### config.mk
export PLATFORM = sky130hd
export DESIGN_NAME = act_group_encoder
export DESIGN_NICKNAME = d
export VERILOG_FILES = /design/src/rtl/act_group_encoder_pkg.sv /design/src/rtl/act_group_encoder_rep.sv /design/src/rtl/act_group_encoder.sv
export SDC_FILE = /design/constraint.sdc
export NUM_CORES = 1
export LEC_CHECK = 0
export BUFFER_PORTS_ARGS = -buffer_cell sky130_fd_sc_hd__buf_4
export CAP_MARGIN = 5
export CORE_MARGIN = 2
export CORE_UTILIZATION = 55
export CTS_BUF_LIST = sky130_fd_sc_hd__clkbuf_4 sky130_fd_sc_hd__clkbuf_8 sky130_fd_sc_hd__clkbuf_16
export CTS_CLUSTER_DIAMETER = 80
export DETAILED_ROUTE_END_ITERATION = 16
export PLACE_DENSITY = 0.77
export SETUP_SLACK_MARGIN = 0.15
export SKIP_CTS_REPAIR_TIMING = 1
export SLEW_MARGIN = 20
export SYNTH_ARGS = -nofsm -noshare
export SYNTH_HDL_FRONTEND = slang
export SYNTH_SLANG_ARGS = --single-unit
### constraint.sdc
create_clock -name clk -period 3.7 [get_ports clk]
set_input_delay 0.555 -clock clk [delete_from_list [all_inputs] [get_ports clk]]
set_output_delay 0.555 -clock clk [all_outputs]
set_load 0.01 [all_outputs]
### src/rtl/act_group_encoder_pkg.sv
// Shared widths and state encoding for the activation group encoder and its dispatcher.
package act_group_encoder_pkg;

    typedef enum logic {
        IDLE = 1'b0,
        RUN  = 1'b1
    } enc_state_e;

    function automatic int rep_info_w(input int group_size);
        return group_size * group_size;
    endfunction

    function automatic int zero_info_w(input int group_size);
        return group_size;
    endfunction

    function automatic int output_w(input int group_size, input int data_width);
        return group_size * data_width + rep_info_w(group_size) + zero_info_w(group_size);
    endfunction

endpackage

### src/rtl/act_group_encoder_rep.sv
// act_rep_detect: combinational repetition/zero detection over one full group.
// Repetition comparators exist only when ACT_ENC_REP_EN is defined.
module act_rep_detect
    import act_group_encoder_pkg::*;
#(
    parameter int GROUP_SIZE = 4,
    parameter int DATA_WIDTH = 8
) (
    input  logic [GROUP_SIZE-1:0][DATA_WIDTH-1:0] group,
    output logic [GROUP_SIZE*GROUP_SIZE-1:0]      rep,
    output logic [GROUP_SIZE-1:0]                 zero
);

    for (genvar i = 0; i < GROUP_SIZE; i++) begin : g_zero
        assign zero[i] = (group[i] == '0);
    end

`ifdef ACT_ENC_REP_EN
    // Only the strictly-lower triangle marks a repeat of an earlier element.
    for (genvar i = 0; i < GROUP_SIZE; i++) begin : g_row
        for (genvar j = 0; j < GROUP_SIZE; j++) begin : g_col
            if (j < i) begin : g_cmp
                assign rep[i*GROUP_SIZE+j] = (group[i] == group[j]);
            end else begin : g_nocmp
                assign rep[i*GROUP_SIZE+j] = 1'b0;
            end
        end
    end
`else
    assign rep = '0;
`endif

endmodule

### src/rtl/act_group_encoder.sv
// Activation group encoder: packs GROUP_SIZE activations into {zero, rep, data} words.
// Optional macro ACT_ENC_REP_EN enables the repetition matrix.
module act_group_encoder
    import act_group_encoder_pkg::*;
#(
    parameter int GROUP_SIZE             = 4,
    parameter int DATA_WIDTH             = 8,
    parameter int LOG_MAX_ITERS          = 16,
    parameter int LOG_MAX_READS_PER_ITER = 16,
    localparam int REP_INFO  = rep_info_w(GROUP_SIZE),
    localparam int ZERO_INFO = zero_info_w(GROUP_SIZE),
    localparam int OUTPUT    = output_w(GROUP_SIZE, DATA_WIDTH)
) (
    input  logic                              clk,
    input  logic                              rst,
    input  logic                              configure,
    input  logic [LOG_MAX_ITERS-1:0]          num_iters,
    input  logic [LOG_MAX_READS_PER_ITER-1:0] num_reads_per_iter,
    input  logic [DATA_WIDTH-1:0]             data_in,
    input  logic                              valid_in,
    output logic                              avail_out,
    output logic [OUTPUT-1:0]                 data_out,
    output logic                              valid_out,
    input  logic                              avail_in
);

    localparam int CNT_W = (GROUP_SIZE > 1) ? $clog2(GROUP_SIZE) : 1;

    enc_state_e state_q, state_d;

    logic [CNT_W-1:0]                      elem_cnt;
    logic [GROUP_SIZE-1:0][DATA_WIDTH-1:0] slots;
    logic [GROUP_SIZE-1:0][DATA_WIDTH-1:0] group;
    logic [LOG_MAX_READS_PER_ITER-1:0]     read_cnt, num_reads_q;
    logic [LOG_MAX_ITERS-1:0]              iter_cnt, num_iters_q;
    logic [REP_INFO-1:0]                   rep;
    logic [ZERO_INFO-1:0]                  zero;

    logic xfer_in, xfer_out, last_elem, last_read, last_group;

    assign last_elem  = (elem_cnt == CNT_W'(GROUP_SIZE - 1));
    assign last_read  = (read_cnt == num_reads_q - LOG_MAX_READS_PER_ITER'(1));
    assign last_group = last_read && (iter_cnt == num_iters_q - LOG_MAX_ITERS'(1));

    // Only the closing element has to wait for the consumer; others fill the collector.
    assign avail_out = (state_q == RUN) && !(last_elem && valid_out && !avail_in);
    assign xfer_in   = valid_in && avail_out;
    assign xfer_out  = valid_out && avail_in;

    always_comb begin
        group                 = slots;
        group[GROUP_SIZE-1]   = data_in;
    end

    act_rep_detect #(
        .GROUP_SIZE (GROUP_SIZE),
        .DATA_WIDTH (DATA_WIDTH)
    ) u_rep_detect (
        .group (group),
        .rep   (rep),
        .zero  (zero)
    );

    always_ff @(posedge clk or negedge rst) begin
        if (!rst) state_q <= IDLE;
        else      state_q <= state_d;
    end

    always_comb begin
        state_d = state_q;
        if (configure)
            state_d = (num_iters != '0 && num_reads_per_iter != '0) ? RUN : IDLE;
        else if (state_q == RUN && xfer_out && last_group)
            state_d = IDLE;
    end

    always_ff @(posedge clk or negedge rst) begin
        if (!rst) begin
            elem_cnt    <= '0;
            slots       <= '0;
            data_out    <= '0;
            valid_out   <= 1'b0;
            read_cnt    <= '0;
            iter_cnt    <= '0;
            num_reads_q <= '0;
            num_iters_q <= '0;
        end else if (configure) begin
            elem_cnt    <= '0;
            slots       <= '0;
            valid_out   <= 1'b0;
            read_cnt    <= '0;
            iter_cnt    <= '0;
            num_reads_q <= num_reads_per_iter;
            num_iters_q <= num_iters;
        end else begin
            if (xfer_out) begin
                valid_out <= 1'b0;
                if (last_group) begin
                    read_cnt <= '0;
                    iter_cnt <= '0;
                end else if (last_read) begin
                    read_cnt <= '0;
                    iter_cnt <= iter_cnt + LOG_MAX_ITERS'(1);
                end else begin
                    read_cnt <= read_cnt + LOG_MAX_READS_PER_ITER'(1);
                end
            end
            // A closing accept in the same cycle as a transfer overwrites the word and keeps valid high.
            if (xfer_in) begin
                slots[elem_cnt] <= data_in;
                if (last_elem) begin
                    elem_cnt  <= '0;
                    data_out  <= {zero, rep, group};
                    valid_out <= 1'b1;
                end else begin
                    elem_cnt <= elem_cnt + CNT_W'(1);
                end
            end
        end
    end

endmodule

# Yosys cells after proc, flatten, opt, wreduce, memory -nomap -nowiden
# Cells that the tools add are included.
# Widths: inputs -> output; s select.
# classes
add_sub_neg,5
n_lt_le_gt_ge,2
n_eq_ne,3
mux,23
bitwise_logic,1
reduce_logical,24
# ops
cell,n
$mux 16,8
$mux 32,2
$add 16x1->16 const B,2
$bwmux 32,1
$eq 16x16->1,2
$logic_not 8->1,4
$reduce_bool 16->1,2
$sub 16x1->16 const B,2
$demux 8 s2,1
$logic_and 1x1->1,10
$mux 8,1
$mux 1,7
$mux 2,3
$reduce_bool 2->1,3
$lt 2x3->1 const B,1
$reduce_and 3->1,1
$reduce_bool 3->1,1
$add 2x1->2 const B,1
$eq 2x2->1 const B,1
$ge 2x1->1 const B,1
$logic_not 1->1,2
$reduce_and 2->1,1
$not 1->1,1
# word_totals
register_bits,136
input_bits,45
output_inout_bits,54
elab_cells,70

# Depth between registers and ports, before layout
# logic_depth
word_depth,8
mapped_depth,12
depth_no_buf,10

# Modules after synthesis
# From an unflattened synthesis, not the netlist that was laid out.
# unflattened
hier_cells,724
area_unflattened_um2,7503.4
# by_module_without_submodules
module,instances,cells_each,area_each_um2,seq_area_each_um2
act_group_encoder,1,695,7304.5,3603.5
act_rep_detect,1,29,198.9,0.0

# Worst setup path after synthesis
# Ideal clock, no wire load.
# synth_timing
kind,reg-to-reg
from,register num_reads_q[0]
to,register iter_cnt[12]
setup_ns,0.078
arrival_ns,2.869
required_ns,3.622
setup_slack_ns,0.753
path_stages_with_launch,12
path_buffers,1
synth_period_minus_slack_ns,2.947
path_cell_list,dfrtp_1 inv_1 ha_1 or3b_2 or3_1 o211ai_2 o221ai_2 nor3_4 nand2_4 buf_6 or4_1 a21oi_1
# synth_via
elab_chain_cells,6
word_cells_on_any_way,8
cone_classes,add/sub: 1; eq/ne: 1; mux: 3; reduce/logical: 3
# synth_rtl
element,line_no,rtl
"start, declared",act_group_encoder.sv:34,"logic [LOG_MAX_READS_PER_ITER-1:0] read_cnt, num_reads_q;"
"start signal, assigned",act_group_encoder.sv:93,num_reads_q <= num_reads_per_iter;
$sub 16x1->16 *,act_group_encoder.sv:42,assign last_read = (read_cnt == num_reads_q - LOG_MAX_READS_PER_ITER'(1));
$eq 16x16->1 *,act_group_encoder.sv:42,
$logic_and 1x1->1,act_group_encoder.sv:43,assign last_group = last_read && (iter_cnt == num_iters_q - LOG_MAX_ITERS'(1));
$mux 16,act_group_encoder.sv:98,if (last_group) begin
$mux 16,act_group_encoder.sv:96,if (xfer_out) begin
$mux 16,act_group_encoder.sv:87,end else if (configure) begin
"end signal, assigned",act_group_encoder.sv:103,iter_cnt <= iter_cnt + LOG_MAX_ITERS'(1);
"end, declared",act_group_encoder.sv:35,"logic [LOG_MAX_ITERS-1:0] iter_cnt, num_iters_q;"
# Every way passes the cells marked *; elsewhere a longest branch is shown, timed or not. The select of a mux whose other input is x is not followed.
# A chain may end at the register's enable or synchronous reset.

# Worst setup path after layout
# layout_timing
from,register num_reads_q[0]
to,register iter_cnt[10]
# Same word-level chain as after synthesis.

==> impl_metrics.tcl <==
set metrics [dict create \
    status "completed" \
    areaGrowthSynthToFinish_pct 18.7 \
    clock_tree.buffer_depth 2 \
    path_max_fanout 9 \
    initial_utilization 0.565 \
    syn-cell-area_um2 6790 \
    syn_avg_cell_area_um2 10.1 \
    rsz0062_at_grt "false" \
    post-route-period-util 0.878 \
    synth_area_leaders "dfrtp_1 47%, mux2_2 9.6%, nand2_1 3.9%, xor2_1 3.5%, nand3_1 3.0%" \
    num_antenna_cells 0 \
    arrival_ps 3600 \
    drive_gt1_frac 0.255 \
    powerDensity_nw_per_um2 456 \
    slowest_delay_ps 560 \
    die_width_um 115 \
    slowest_stage "a21oi_1" \
    grt-ovfl-total 0 \
    ios 99 \
    clock-sinks 128 \
    grt_pass1_vias 5344 \
    placed_cells_incl_taps 876 \
    wirelength_um 15900 \
    hpwl_um 11400 \
    fmax_mhz 308 \
    viasPerCell 5.99 \
    synth-main-ff-cell "dfrtp_1" \
    synth.distinct_cells 63 \
    clk_latency_ps 420 \
    port-buffer-count 82 \
    die_h_um 115 \
    coreArea_um2 12000 \
    drt-met1-wl_um 7000 \
    grt_usage 0.255 \
    worstSetupEndpointType "flip-flop" \
    synth-edff-count 0 \
    async_flop_share 1.00 \
    placement.cell_area_um2 7450 \
    routed-via-count 5443 \
    cts_tree "built" \
    grt_max_degree 68 \
    ant_nets 0 \
    period_needed_ps 3250 \
    core.rowCount 40 \
    layout.nets 801 \
    cts_htree_levels 4 \
    routed.top_layer "met4" \
    cts_made_buffers 17 \
    cp_top_family "simple AND/OR/NAND/NOR gates" \
    grt_pass1_wl_um 26500 \
    drv_cap 0 \
    maxSlewHeadroom 0.440 \
    syn_inst 670 \
    crit_type "reg2reg" \
    vdd.ir_drop.worst_mv 0.348 \
    drv_slew 0 \
    worstMarginPinSlew_ps 841 \
    hold_class "in2async" \
    critPathRequiredTime_ps 4050 \
    yosysWarningCount 0 \
    synth_seq_area_share 0.472 \
    leakagePower_nw 3.68 \
    drc 0 \
    ff2ff_setup_slack_ps 450 \
    grt_antenna_before_repair 0 \
    stdcell_count 908 \
    wl_met2_um 8020 \
    wl_per_cell_um 17.5 \
    start_kind "flip-flop" \
    fin_util 0.671 \
    place_congestion 0.883 \
    clkSlewWorstSetupHoldPaths_ps 60 \
    synth-seq-cells 128 \
    met3_wirelength_um 648 \
    cp_num_buf_inv 1 \
    drtIter0Drc 358 \
    finClkSkew_ps 7.73 \
    hold_viol_final 0 \
    path_cells "inv_1 -> ha_1 -> or3b_2 -> or4_1 -> xnor2_1 -> and4_1 -> and2_1 -> a21oi_1 -> a221o_1" \
    tns_ps 0 \
    die_area_um2 13200 \
    setup_violations 0 \
    drt-pass1-iter-count 7 \
    stdcell_area_um2 8060 \
    synth_top_area_share 0.472 \
    root_buffer "clkbuf_16" \
    synth_area_leader_cell "dfrtp_1" \
]
-- metal layers --
metal / GRT usage / vias up
li1: - / 2550
met1: 0.333 / 2720
met2: 0.427 / 142
met3: 0.0559 / 31
met4: 0.0755 / 0
met5: 0 / -
-- flip-flops by register name, summed over array words and instances (netlist names) --
register     flops
state_q          1
valid_out        1
elem_cnt         2
data_out        36
num_iters_q     16
read_cnt        16
num_reads_q     16
group           24
iter_cnt        16
-- final timing paths --
path	cells after the start	startpoint	endpoint
worst max-delay path	9	num_reads_q[0]	iter_cnt[10]
worst min-delay path	1	rst	num_iters_q[9]
worst max register to register	9	num_reads_q[0]	iter_cnt[10]
worst min register to register	2	data_out[51]	data_out[51]
max in group asynchronous	2	rst	read_cnt[6]
min in group clk	3	num_reads_per_iter[10]	num_reads_q[10]
-- cells in the final DEF (no fill, tap or decap), drive strengths merged, types with 4 or more instances in the layout --
| cell type | instances |
|---|---|
| a221o | 6 |
| a22o | 4 |
| conb | 16 |
| a21oi | 36 |
| and4 | 4 |
| nand3b | 7 |
| and3 | 5 |
| xnor2 | 21 |
| nor3b | 6 |
| clkbuf | 19 |
| or4 | 7 |
| nor3 | 15 |
| nor2b | 4 |
| nor4 | 25 |
| clkinvlp | 5 |
| o21ai | 27 |
| inv | 21 |
| or3 | 7 |
| xor2 | 27 |
| nand3 | 41 |
| dfrtp | 128 |
| nand4 | 10 |
| and2 | 8 |
| ha | 8 |
| buf | 89 |
| a2bb2oi | 4 |
| nand2 | 72 |
| nor2 | 28 |
| mux2 | 58 |
-- worst register-to-register path, cell delays in order, from the launching register on --
cell and delay (ps):
dfrtp_1 440, inv_1 110, ha_1 240, or3b_2 490
or4_1 470, xnor2_1 150, and4_1 270, and2_1 190
a21oi_1 560, a221o_1 260
-- cell usage after synthesis (4+ instances only) --
master and instances:
inv_1 17, a22o_1 4, a221o_1 6, xnor2_1 21, nor3_1 14, nor2b_1 4
ha_1 8, a2bb2oi_1 4, buf_4 16, nand2_1 71, clkbuf_1 24, nor4_1 23
dfrtp_1 128, mux2_2 58, nor3b_1 6, xor2_1 27, nand4_1 10, nand3_1 41
or4_1 6, and4_1 4, or3_1 7, o21ai_0 27, a21oi_1 36, nand3b_1 7
and3_1 5, nor2_1 28, and2_1 8
-- kinds of logic (layout without fill, tap and decap cells) --
logic type	after synthesis	after routing	share of synthesized area
AO/OA/AOI/OAI	109	109	0.105
XOR/XNOR	48	48	0.0619
adder cells (fa/ha/maj)	8	8	0.0147
buffers and inverters	62	138	0.0453
flip-flops	128	128	0.472
multiplexers	60	60	0.0992
other	1	16	0.000552
AND/OR/NAND/NOR	254	254	0.201
-- power by group --
part	internal [mW]	total, mW	leakage (nW)	switching (mW)
combinational	0.193	0.416	1.69	0.223
clock	1.04	1.69	0.281	0.652
sequential	1.47	1.57	1.70	0.0943
-- stage by stage --
step | power, mW | hold WS [ps] | setup WS [ps]
after floorplan | 1.84 | 259 | 753
after global placement | 1.98 | 470 | 614
after detailed placement | 2.00 | 476 | 481
after CTS | 3.69 | 265 | 449
after global routing | 3.82 | 283 | 260
final | 3.67 | 223 | 453
-- cell type report --
cell class	count	area, um^2
clock inverters	13	153
fillers	922	3950
flip-flops and latches	128	3200
repair buffers	89	668
inverters	17	63.8
well taps	147	184
clock buffers	19	453
multi-input cells	495	3330
Note: power is estimated with default switching activity, not from simulation.
